===== config.mk =====
export PLATFORM = sky130hd
export DESIGN_NAME = mult_share_ctrl
export DESIGN_NICKNAME = d
export VERILOG_FILES = /design/src/rtl/mult_share_ctrl_pkg.sv /design/src/rtl/mult_share_ctrl_mult.sv /design/src/rtl/mult_share_ctrl.sv
export SDC_FILE = /design/constraint.sdc
export NUM_CORES = 1
export LEC_CHECK = 0
export ABC_AREA = 1
export CAP_MARGIN = 20
export CORE_MARGIN = 1
export CORE_UTILIZATION = 41
export DETAILED_ROUTE_END_ITERATION = 7
export GPL_TIMING_DRIVEN = 1
export PLACE_DENSITY_LB_ADDON = 0.08
export REMOVE_ABC_BUFFERS = 1
export SYNTH_ARGS = -nofsm -noshare
export SYNTH_HDL_FRONTEND = slang
export SYNTH_SLANG_ARGS = --single-unit

===== constraint.sdc =====
create_clock -name clk_i -period 3.1 [get_ports clk_i]
set_clock_uncertainty 0.2 [all_clocks]
set_input_delay 0.775 -clock clk_i [delete_from_list [all_inputs] [get_ports clk_i]]
set_output_delay 0.775 -clock clk_i [all_outputs]
set_load 0.02 [all_outputs]

===== src/rtl/mult_share_ctrl_pkg.sv =====
// Shared definitions for the time-shared serial multiplier controller.
package mult_share_ctrl_pkg;

   // Controller FSM states.
   typedef enum logic [1:0] {
      StIdle  = 2'd0,
      StStart = 2'd1,
      StWait  = 2'd2
   } state_e;

   // Default widths shared with other controllers.
   localparam int unsigned DefNReq   = 4;
   localparam int unsigned DefWidthA = 16;
   localparam int unsigned DefWidthB = 16;

   // Serial length of the multiplier: B width rounded up to a power of two.
   function automatic int unsigned serial_len(input int unsigned width_b);
      return 32'd1 << $clog2(width_b);
   endfunction

endpackage


===== src/rtl/mult_share_ctrl_mult.sv =====
// Serial shift-add multiplier: signed A times unsigned B, one B bit per cycle.
// No reset; a start pulse fully reinitialises it. rdy drops on the start edge
// and rises exactly serial_len(WIDTH_B) edges later.
module mult_share_ctrl_mult
   import mult_share_ctrl_pkg::*;
#(
   parameter int unsigned WIDTH_A = DefWidthA,
   parameter int unsigned WIDTH_B = DefWidthB
) (
   input  logic                       clk_i,
   input  logic                       start_i,
   input  logic [WIDTH_A-1:0]         a_i,
   input  logic [WIDTH_B-1:0]         b_i,
   output logic                       rdy_o,
   output logic [WIDTH_A+WIDTH_B-1:0] y_o
);

   localparam int unsigned WidthY = WIDTH_A + WIDTH_B;
   localparam int unsigned CntW   = ($clog2(WIDTH_B) > 0) ? $clog2(WIDTH_B) : 1;
   localparam int unsigned LenL   = serial_len(WIDTH_B);
   localparam logic [CntW-1:0] CntLast = CntW'(LenL - 1);

   logic [WidthY-1:0]  r_mcand;
   logic [WIDTH_B-1:0] r_mplier;
   logic [WidthY-1:0]  r_acc;
   logic [CntW-1:0]    r_cnt;
   logic               r_run;
   logic               r_rdy;

   // Load on start, then add the shifted multiplicand for each set B bit.
   always_ff @(posedge clk_i) begin
      if (start_i) begin
         r_mcand  <= {{WIDTH_B{a_i[WIDTH_A-1]}}, a_i};
         r_mplier <= b_i;
         r_acc    <= '0;
         r_cnt    <= '0;
         r_run    <= 1'b1;
         r_rdy    <= 1'b0;
      end else if (r_run) begin
         if (r_mplier[0]) begin
            r_acc <= r_acc + r_mcand;
         end
         r_mcand  <= r_mcand << 1;
         r_mplier <= r_mplier >> 1;
         r_cnt    <= r_cnt + CntW'(1);
         if (r_cnt == CntLast) begin
            r_run <= 1'b0;
            r_rdy <= 1'b1;
         end
      end
   end

   assign rdy_o = r_rdy;
   assign y_o   = r_acc;

endmodule


===== src/rtl/mult_share_ctrl.sv =====
// Round-robin arbiter sharing one serial signed multiplier among N_REQ
// requesters. Operands are latched at grant; the product comes back with a
// one-hot done pulse. All outputs are registered.
module mult_share_ctrl
   import mult_share_ctrl_pkg::*;
#(
   parameter int unsigned N_REQ   = DefNReq,
   parameter int unsigned WIDTH_A = DefWidthA,
   parameter int unsigned WIDTH_B = DefWidthB
) (
   input  logic                       clk_i,
   input  logic                       reset_i,
   input  logic [N_REQ-1:0]           req_i,
   input  logic [N_REQ*WIDTH_A-1:0]   A_i,
   input  logic [N_REQ*WIDTH_B-1:0]   B_i,
   output logic [N_REQ-1:0]           grant_o,
   output logic [N_REQ-1:0]           done_o,
   output logic [WIDTH_A+WIDTH_B-1:0] result_o,
   output logic                       busy_o
);

   localparam int unsigned IdxW   = $clog2(N_REQ);
   localparam int unsigned WidthY = WIDTH_A + WIDTH_B;
   localparam logic [N_REQ-1:0] OneHot0 = N_REQ'(1);

   state_e             r_state;
   state_e             w_state_nxt;
   logic [IdxW-1:0]    r_ptr;
   logic [WIDTH_A-1:0] r_a;
   logic [WIDTH_B-1:0] r_b;
   logic               r_start;
   logic [N_REQ-1:0]   r_grant;
   logic [N_REQ-1:0]   r_done;
   logic [WidthY-1:0]  r_result;
   logic               r_busy;

   logic               w_any_req;
   logic [N_REQ-1:0]   w_rot;
   logic [IdxW-1:0]    w_off;
   logic [IdxW-1:0]    w_pick;
   logic [WIDTH_A-1:0] w_a_sel;
   logic [WIDTH_B-1:0] w_b_sel;
   logic               w_load;
   logic               w_finish;
   logic               w_rdy;
   logic [WidthY-1:0]  w_y;

   assign w_any_req = |req_i;

   // Round-robin pick: rotate so ptr+1 is bit 0, take lowest set bit, unrotate.
   always_comb begin
      w_rot  = '0;
      w_off  = '0;
      w_pick = '0;
      for (int i = 0; i < N_REQ; i++) begin
         w_rot[i] = req_i[IdxW'((32'(r_ptr) + 32'd1 + 32'(i)) % N_REQ)];
      end
      for (int i = N_REQ - 1; i >= 0; i--) begin
         if (w_rot[i]) begin
            w_off = IdxW'(i);
         end
      end
      w_pick = IdxW'((32'(r_ptr) + 32'd1 + 32'(w_off)) % N_REQ);
   end

   // Operand mux for the picked requester.
   always_comb begin
      w_a_sel = '0;
      w_b_sel = '0;
      for (int k = 0; k < N_REQ; k++) begin
         if (IdxW'(k) == w_pick) begin
            w_a_sel = A_i[k*WIDTH_A +: WIDTH_A];
            w_b_sel = B_i[k*WIDTH_B +: WIDTH_B];
         end
      end
   end

   // FSM state register.
   always_ff @(posedge clk_i) begin
      if (reset_i) begin
         r_state <= StIdle;
      end else begin
         r_state <= w_state_nxt;
      end
   end

   // FSM next-state logic.
   always_comb begin
      w_state_nxt = r_state;
      unique case (r_state)
         StIdle:  if (w_any_req) w_state_nxt = StStart;
         StStart: w_state_nxt = StWait;
         StWait:  if (w_rdy) w_state_nxt = StIdle;
         default: w_state_nxt = StIdle;
      endcase
   end

   // FSM output decode: grant/latch event and completion event.
   always_comb begin
      w_load   = 1'b0;
      w_finish = 1'b0;
      unique case (r_state)
         StIdle:  w_load = w_any_req;
         StStart: w_load = 1'b0;
         StWait:  w_finish = w_rdy;
         default: w_load = 1'b0;
      endcase
   end

   // Registered datapath and outputs driven by the decoded events.
   always_ff @(posedge clk_i) begin
      if (reset_i) begin
         r_ptr    <= IdxW'(N_REQ - 1);
         r_a      <= '0;
         r_b      <= '0;
         r_start  <= 1'b0;
         r_grant  <= '0;
         r_done   <= '0;
         r_result <= '0;
         r_busy   <= 1'b0;
      end else begin
         r_done  <= '0;
         r_start <= w_load;
         r_busy  <= (w_state_nxt != StIdle);
         if (w_load) begin
            r_a     <= w_a_sel;
            r_b     <= w_b_sel;
            r_ptr   <= w_pick;
            r_grant <= OneHot0 << w_pick;
         end
         if (w_finish) begin
            r_result <= w_y;
            r_done   <= OneHot0 << r_ptr;
            r_grant  <= '0;
         end
      end
   end

   mult_share_ctrl_mult #(
      .WIDTH_A (WIDTH_A),
      .WIDTH_B (WIDTH_B)
   ) u_mult (
      .clk_i   (clk_i),
      .start_i (r_start),
      .a_i     (r_a),
      .b_i     (r_b),
      .rdy_o   (w_rdy),
      .y_o     (w_y)
   );

   assign grant_o  = r_grant;
   assign done_o   = r_done;
   assign result_o = r_result;
   assign busy_o   = r_busy;

endmodule


# After elaboration in Yosys (flattened, before gate mapping)
# Cells that the tools add are included.
# totals
output_inout_bits,41
reg_bits,164
word_cells,75
input_bits,134
# classes
n_bitwise,1
n_reduce_logical,9
eq_ne,6
shifts,2
n_lt_le_gt_ge,4
muxes,31
n_addsub,7
# ops
operator,n
$mux W16,10
$mux W32,2
$add A32 B32 Y32,1
$lt A2 B3 Y1 const B,4
$mux W2,6
$bmux W1 S2,4
$mux W1,8
$shl A1 B2 Y4 const A,2
$pmux W2 S3,1
$add A2 B1 Y2 const B,2
$add A2 B2 Y2 const B,2
$add A4 B1 Y4 const B,1
$eq A2 B2 Y1 const A,2
$eq A4 B4 Y1 const B,1
$logic_not A2 Y1,2
$reduce_and A2 Y1,2
$reduce_bool A2 Y1,2
$reduce_or A2 Y1,2
$reduce_or A4 Y1,1
$add A2 B2 Y2,1
$eq A1 B2 Y1 const A,1
$eq A2 B1 Y1 const B,1
$eq A2 B2 Y1 const B,1
$not A1 Y1,1

# Logic depth before layout (Yosys ltp)
# Gate-level depths: netlist of run 1.
# logic_depth
depth_word,14
mapped_depth,21
depth_no_buf,19

# Hierarchy
# From an unflattened synthesis of run 1, not the netlist that was laid out.
# unflattened
hier_cells,1529
hier_area_um2,10094.7
# modules_own_cells
module,area_per_inst_um2,seq_area_each_um2,n_inst,cells_per_inst
mult_share_ctrl_mult,5754.3,2202.1,1,869
mult_share_ctrl,4340.4,1561.5,1,660

# Least setup slack after synthesis of run 1
# OpenSTA, ideal clock, no wires.
# synth_timing
path_type,input-to-reg
start,in req_i[3]
end,reg r_a[7]
path_buffers,2
t_required_ns,2.768
path_slack_ns,-0.010
cell_stages,14
setup_ns,0.132
arrival_ns,2.778
path_cell_list,inv_1 > nand2_1 > nand3_1 > nand2_1 > a31oi_1 > nor2_1 > ha_1 > clkbuf_1 > inv_1 > clkbuf_1 > nand3_1 > or2_2 > nand3_1 > a21oi_1
# synth_between
elab_chain_cells,12
elab_cells_between_ends,23
cone_classes,add/sub (1); eq/ne (3); mux (17); reduce/logical (2)
# synth_rtl
item,line_no,source
"start, declared",mult_share_ctrl.sv:13,"input logic [N_REQ-1:0] req_i,"
$bmux W1 S2,mult_share_ctrl.sv:56,w_rot[i] = req_i[IdxW'((32'(r_ptr) + 32'd1 + 32'(i)) % N_REQ)];
$mux W1 (not written as such),mult_share_ctrl.sv:56,
$mux W2 (3 in series),mult_share_ctrl.sv:59,if (w_rot[i]) begin
$mux W2 (*),mult_share_ctrl.sv:59,
$add A2 B2 Y2 (*),mult_share_ctrl.sv:63,w_pick = IdxW'((32'(r_ptr) + 32'd1 + 32'(w_off)) % N_REQ);
named net w_pick[0],mult_share_ctrl.sv:40,logic [IdxW-1:0] w_pick;
$logic_not A2 Y1,mult_share_ctrl.sv:71,if (IdxW'(k) == w_pick) begin
$mux W16 (3 in series),mult_share_ctrl.sv:71,
$mux W16 (*),mult_share_ctrl.sv:71,
"end signal, assigned",mult_share_ctrl.sv:126,r_a <= w_a_sel;
"end, declared",mult_share_ctrl.sv:29,logic [WIDTH_A-1:0] r_a;
# Mark *: on every way through the listed nets, which the timed path passes. The rest lies on a longest branch. The select of a mux whose other input is x is not followed.
# A chain may end at the register's enable or synchronous reset.

# Worst setup path after layout of run 1
# layout_timing
start,reg r_ptr[0]
end,reg r_b[7]
# layout_between
elab_chain_cells,14
elab_cells_between_ends,25
cone_classes,add/sub (5); eq/ne (3); mux (16); reduce/logical (1)
# layout_rtl
item,line_no,source
"start, declared",mult_share_ctrl.sv:28,logic [IdxW-1:0] r_ptr;
"start signal, assigned",mult_share_ctrl.sv:113,r_ptr <= IdxW'(N_REQ - 1);
"start signal, assigned",mult_share_ctrl.sv:128,r_ptr <= w_pick;
$add A2 B1 Y2 (*),"mult_share_ctrl.sv:56, mult_share_ctrl.sv:63",
$add A2 B2 Y2,mult_share_ctrl.sv:56,
$bmux W1 S2,mult_share_ctrl.sv:56,
$mux W1 (not written as such),mult_share_ctrl.sv:56,
$mux W2 (4 in series),mult_share_ctrl.sv:59,
$add A2 B2 Y2 (*),mult_share_ctrl.sv:63,
$logic_not A2 Y1,mult_share_ctrl.sv:71,
$mux W16 (3 in series),mult_share_ctrl.sv:71,
$mux W16 (*),mult_share_ctrl.sv:71,
"end signal, assigned",mult_share_ctrl.sv:127,r_b <= w_b_sel;
"end, declared",mult_share_ctrl.sv:30,logic [WIDTH_B-1:0] r_b;
# Mark *: on every way between the ends. The rest lies on a longest branch, timed or not. The select of a mux whose other input is x is not followed.

==> results.json, run 1 <==
{
  "tritoncts_clock_tree": "done",
  "postCtsHoldBufs": 0,
  "worst_slew_margin_rel_pct": 50.0,
  "first_global_vias": 8600,
  "first_iter_violations": 444,
  "avgViaCountPerCell": 4.94,
  "worst-setup-path-type": "flip-flop to flip-flop",
  "nets": 1689,
  "worst_skew_pair.late_latency_ns": 0.43,
  "cap_violations": 0,
  "fp.dieH_um": 152,
  "yosys_register_bits": 164,
  "grt_setup_unrepaired": "false",
  "p_sw_mw": 5.23,
  "dpl.hpwl_um": 19800,
  "critPathRequiredTime_ns": 3.27,
  "synth_area_um2": 9270,
  "setup_violations": 0,
  "grt_use_total_pct": 22.8,
  "finish.instance_area_um2": 12300,
  "peakVddDrop_uv": 861,
  "cts_root_buf": "sky130_fd_sc_hd__clkbuf_16",
  "final_antenna_net_count": 0,
  "place.gp.congestion": 0.934,
  "synth-seq-area-share_pct": 40.6,
  "layout-drive-gt1-share_pct": 8.15,
  "timing.final.crit_share_pct": 90.0,
  "port-buffer-count": 174,
  "violations_in_the_final_reports": "design-rule violations",
  "core.rowCount": 54,
  "post_route_total_power_mw": 12.1,
  "worst_path_most_repeated_cell": "sky130_fd_sc_hd__nand2_1",
  "drc": 6,
  "initial_utilization_pct": 42.1,
  "grt_antenna_before_repair": 0,
  "clock_net_sink_count": 164,
  "setup-tns-final_ns": 0,
  "cellPowerDensity_nw_per_um2": 979,
  "antennaDiodeCount": 0,
  "post-place-cells": 1776,
  "die-area_um2": 23200,
  "cts.htree.levels": 4,
  "clk_pin_slew_worst_paths_ns": 0.07,
  "worst_hold_path_type": "flip-flop to flip-flop",
  "share_of_power_burned_in_registers_pct": 27.1,
  "detail_route.first_pass.iterations": 7,
  "power.switching_fraction_pct": 43.3,
  "max_slew_vio_count": 0,
  "flow.area_growth_from_synthesis_pct": 32.9,
  "leakage_nw": 5.68,
  "combPwrFrac_pct": 55.9,
  "critical_path_buffers_and_inverters": 4,
  "cts_inserted_buffers": 17,
  "max_root_sink_buffers": 2,
  "period_needed_ns": 2.79,
  "finalHoldViolations": 0,
  "worst-path-max-fanout": 11,
  "status": "finished, violations left",
  "post_synth_num_cell_types": 42,
  "least_margin_pin_slew_ns": 0.742,
  "crit_path_max_incr_delay_ns": 0.45,
  "vias_post_dr": 8966,
  "hold-worst-slack_ns": 0.269,
  "critPathLaunchType": "flip-flop",
  "cp_cell_sequence": "inv_2 > nand2_1 > nand2_1 > nand2_1 > nand2_1 > a31oi_1 > nor2_1 > ha_2 > nand2_1 > nand2_2 > inv_2 > nand3_4 > buf_6 > a21oi_4 > clkbuf_16 > nand3_1 > nand2_1 > nand2_1 > nand2_1",
  "end_kind": "flip-flop",
  "globalRoute.totalOverflow": 0,
  "cpMaxStageDelayCell": "sky130_fd_sc_hd__dfxtp_2",
  "grt_pass1_wl_um": 42300,
  "synth_instances": 1325,
  "worst-endpoint-arrival_ns": 2.96,
  "maximum_number_of_pins_on_one_net_before_global_route_repair": 69,
  "routed_wirelength_um": 26600,
  "cpLargestDelayFamily": "simple AND/OR/NAND/NOR gates",
  "layout.filler_cells": 2220,
  "post_dp_cell_area_um2": 11600,
  "pin_count": 175,
  "ys_warn_count": 0,
  "p_int_mw": 6.83,
  "post_synth.cell_area_avg_um2": 7.00,
  "final-instance-count-excl-fill": 1814,
  "max_clock_freq_ghz": 0.359,
  "detail_route.wl_per_cell_um": 14.7,
  "die_w_um": 152,
  "clock_power_share_pct": 16.9,
  "placeableCoreArea_um2": 22000
}
## layer usage
metal | GRT usage [%] | vias up | part of all wire [%]
met3 | 4.32 | 31 | 4.7
li1 | - | 4695 | -
met2 | 38.5 | 220 | 46
met4 | 7.24 | 0 | 1.8
met1 | 29.4 | 4020 | 47
met5 | 0 | - | 0
## synth_stat cells (all sizes together)
cell type	count	area, um2
ha	33	413
nor4	1	6.26
a211oi	1	7.51
o211ai	1	7.51
o21a	3	22.5
nand3	90	455
or2	21	131
buf	17	86.3
clkinv	1	3.75
xnor2	4	35.0
o221ai	1	8.76
edfxtp	48	1440
o21ai	88	440
nor3	15	86.3
nand4	21	131
nand3b	7	52.6
a21oi	91	455
dfxtp	116	2320
clkbuf	40	151
nor2	100	393
nand2	374	1430
a21boi	3	22.5
a31oi	4	25.0
fa	1	20.0
xor2	11	96.3
a21o	9	67.6
o22ai	32	200
o21bai	10	75.1
inv	182	683
## repair_timing
item | CTS | global route
buffers inserted | 0 | 4
gates resized for setup | 0 | 17
setup endpoints to repair | 0 | 34
hold endpoints to repair | 0 | 0
## cells by family after synthesis
logic type               Yosys count  synth area share [%]
buffers and inverters            240                  9.97
AO/OA/AOI/OAI                    243                  14.4
XOR/XNOR                          15                  1.42
adder cells (fa/ha/maj)           34                  4.67
flip-flops                       164                  40.6
AND/OR/NAND/NOR                  629                  29.0
## through the flow
stage	util [%]	setup slack, ns
detailed placement	52.7	-0.316
CTS	55.2	0.129
global route	55.9	0.0536
global placement	52.7	-0.270
floorplan	-	-1.36
finish	55.9	0.311
## state kept, by name (all words and copies together) (netlist names), 2 cells and up
| register | flops |
|---|---|
| result_o | 32 |
| done_o | 4 |
| u_mult.r_mcand | 32 |
| u_mult.y_o | 32 |
| r_b | 16 |
| r_a | 16 |
| u_mult.r_cnt | 4 |
| u_mult.r_mplier | 16 |
| r_ptr | 2 |
| grant_o | 4 |
| r_state | 2 |
## worst paths after layout
kind | start | to | slack (ns) | cells past startpoint
min | result_o[10]$_SDFFE_PP0P_ | result_o[10]$_SDFFE_PP0P_ | 0.27 | 2
min reg2reg | result_o[10]$_SDFFE_PP0P_ | result_o[10]$_SDFFE_PP0P_ | 0.27 | 2
max reg2reg | r_ptr[0]$_SDFFE_PP1P_ | r_b[7]$_SDFFE_PP0P_ | 0.31 | 19
max | r_ptr[0]$_SDFFE_PP1P_ | r_b[7]$_SDFFE_PP0P_ | 0.31 | 19
## placed cells by master (no fill, tap or decap), types with 3 or more instances in the layout
cell and count:
sky130_fd_sc_hd__nand3b_1 7, sky130_fd_sc_hd__inv_2 7, sky130_fd_sc_hd__dfxtp_1 114, sky130_fd_sc_hd__nand4_1 21, sky130_fd_sc_hd__xor2_1 11, sky130_fd_sc_hd__dlymetal6s2s_1 4
sky130_fd_sc_hd__nand3_1 89, sky130_fd_sc_hd__xnor2_1 4, sky130_fd_sc_hd__nand2_2 5, sky130_fd_sc_hd__buf_12 6, sky130_fd_sc_hd__o21bai_1 10, sky130_fd_sc_hd__nor2_2 3
sky130_fd_sc_hd__buf_6 3, sky130_fd_sc_hd__nor3_1 14, sky130_fd_sc_hd__nand2_4 3, sky130_fd_sc_hd__inv_1 176, sky130_fd_sc_hd__clkdlybuf4s50_1 170, sky130_fd_sc_hd__ha_1 32
sky130_fd_sc_hd__buf_4 49, sky130_fd_sc_hd__o21ai_0 87, sky130_fd_sc_hd__a21boi_0 3, sky130_fd_sc_hd__a21oi_1 90, sky130_fd_sc_hd__or2_2 12, sky130_fd_sc_hd__nand2_1 365
sky130_fd_sc_hd__a21o_1 9, sky130_fd_sc_hd__o21a_1 3, sky130_fd_sc_hd__nor2_1 95, sky130_fd_sc_hd__edfxtp_1 48, sky130_fd_sc_hd__a31oi_1 4, sky130_fd_sc_hd__clkbuf_16 20
sky130_fd_sc_hd__or2_0 9, sky130_fd_sc_hd__clkbuf_1 5, sky130_fd_sc_hd__o22ai_1 32
## final cells by class
type | instances | area (um2) | area share, %
multi-input combinational | 921 | 4640 | 37.6
sequential | 164 | 3770 | 30.6
clock inverter | 8 | 73.8 | 0.599
inverter | 183 | 687 | 5.57
clock buffer | 24 | 483 | 3.92
tap | 280 | 350 | 2.84
timing repair buffer | 234 | 2320 | 18.9
## worst register-to-register path, delay by kind of cell, from the launching register on
family,cells,cell delay (ns)
buffers and inverters,4,0.56
AOI/OAI and AO/OA,2,0.45
and+or+nand+nor,12,0.88
DFF,1,0.45
adders and majority gates,1,0.17
## power groups by stage
stage	Combinational, mW	Sequential, mW	Clock [mW]
2_1_floorplan	4.05	3.22	0
3_3_place_gp	6.30	3.30	0
3_5_place_dp	6.37	3.30	0
4_1_cts	6.41	3.26	2.08
5_1_grt	7.56	3.33	2.17
6_report	6.75	3.27	2.04
Note: power is estimated with default switching activity, not from simulation.
==> run 2, diff against run 1 <==
--- a/config.mk
+++ b/config.mk
@@ -13,6 +13,7 @@
 export GPL_TIMING_DRIVEN = 1
 export PLACE_DENSITY_LB_ADDON = 0.08
 export REMOVE_ABC_BUFFERS = 1
+export SKIP_CTS_REPAIR_TIMING = 1
 export SYNTH_ARGS = -nofsm -noshare
 export SYNTH_HDL_FRONTEND = slang
 export SYNTH_SLANG_ARGS = --single-unit
==> results of run 2 <==
The final DEF is identical to that of run 1; final timing and power are the same.
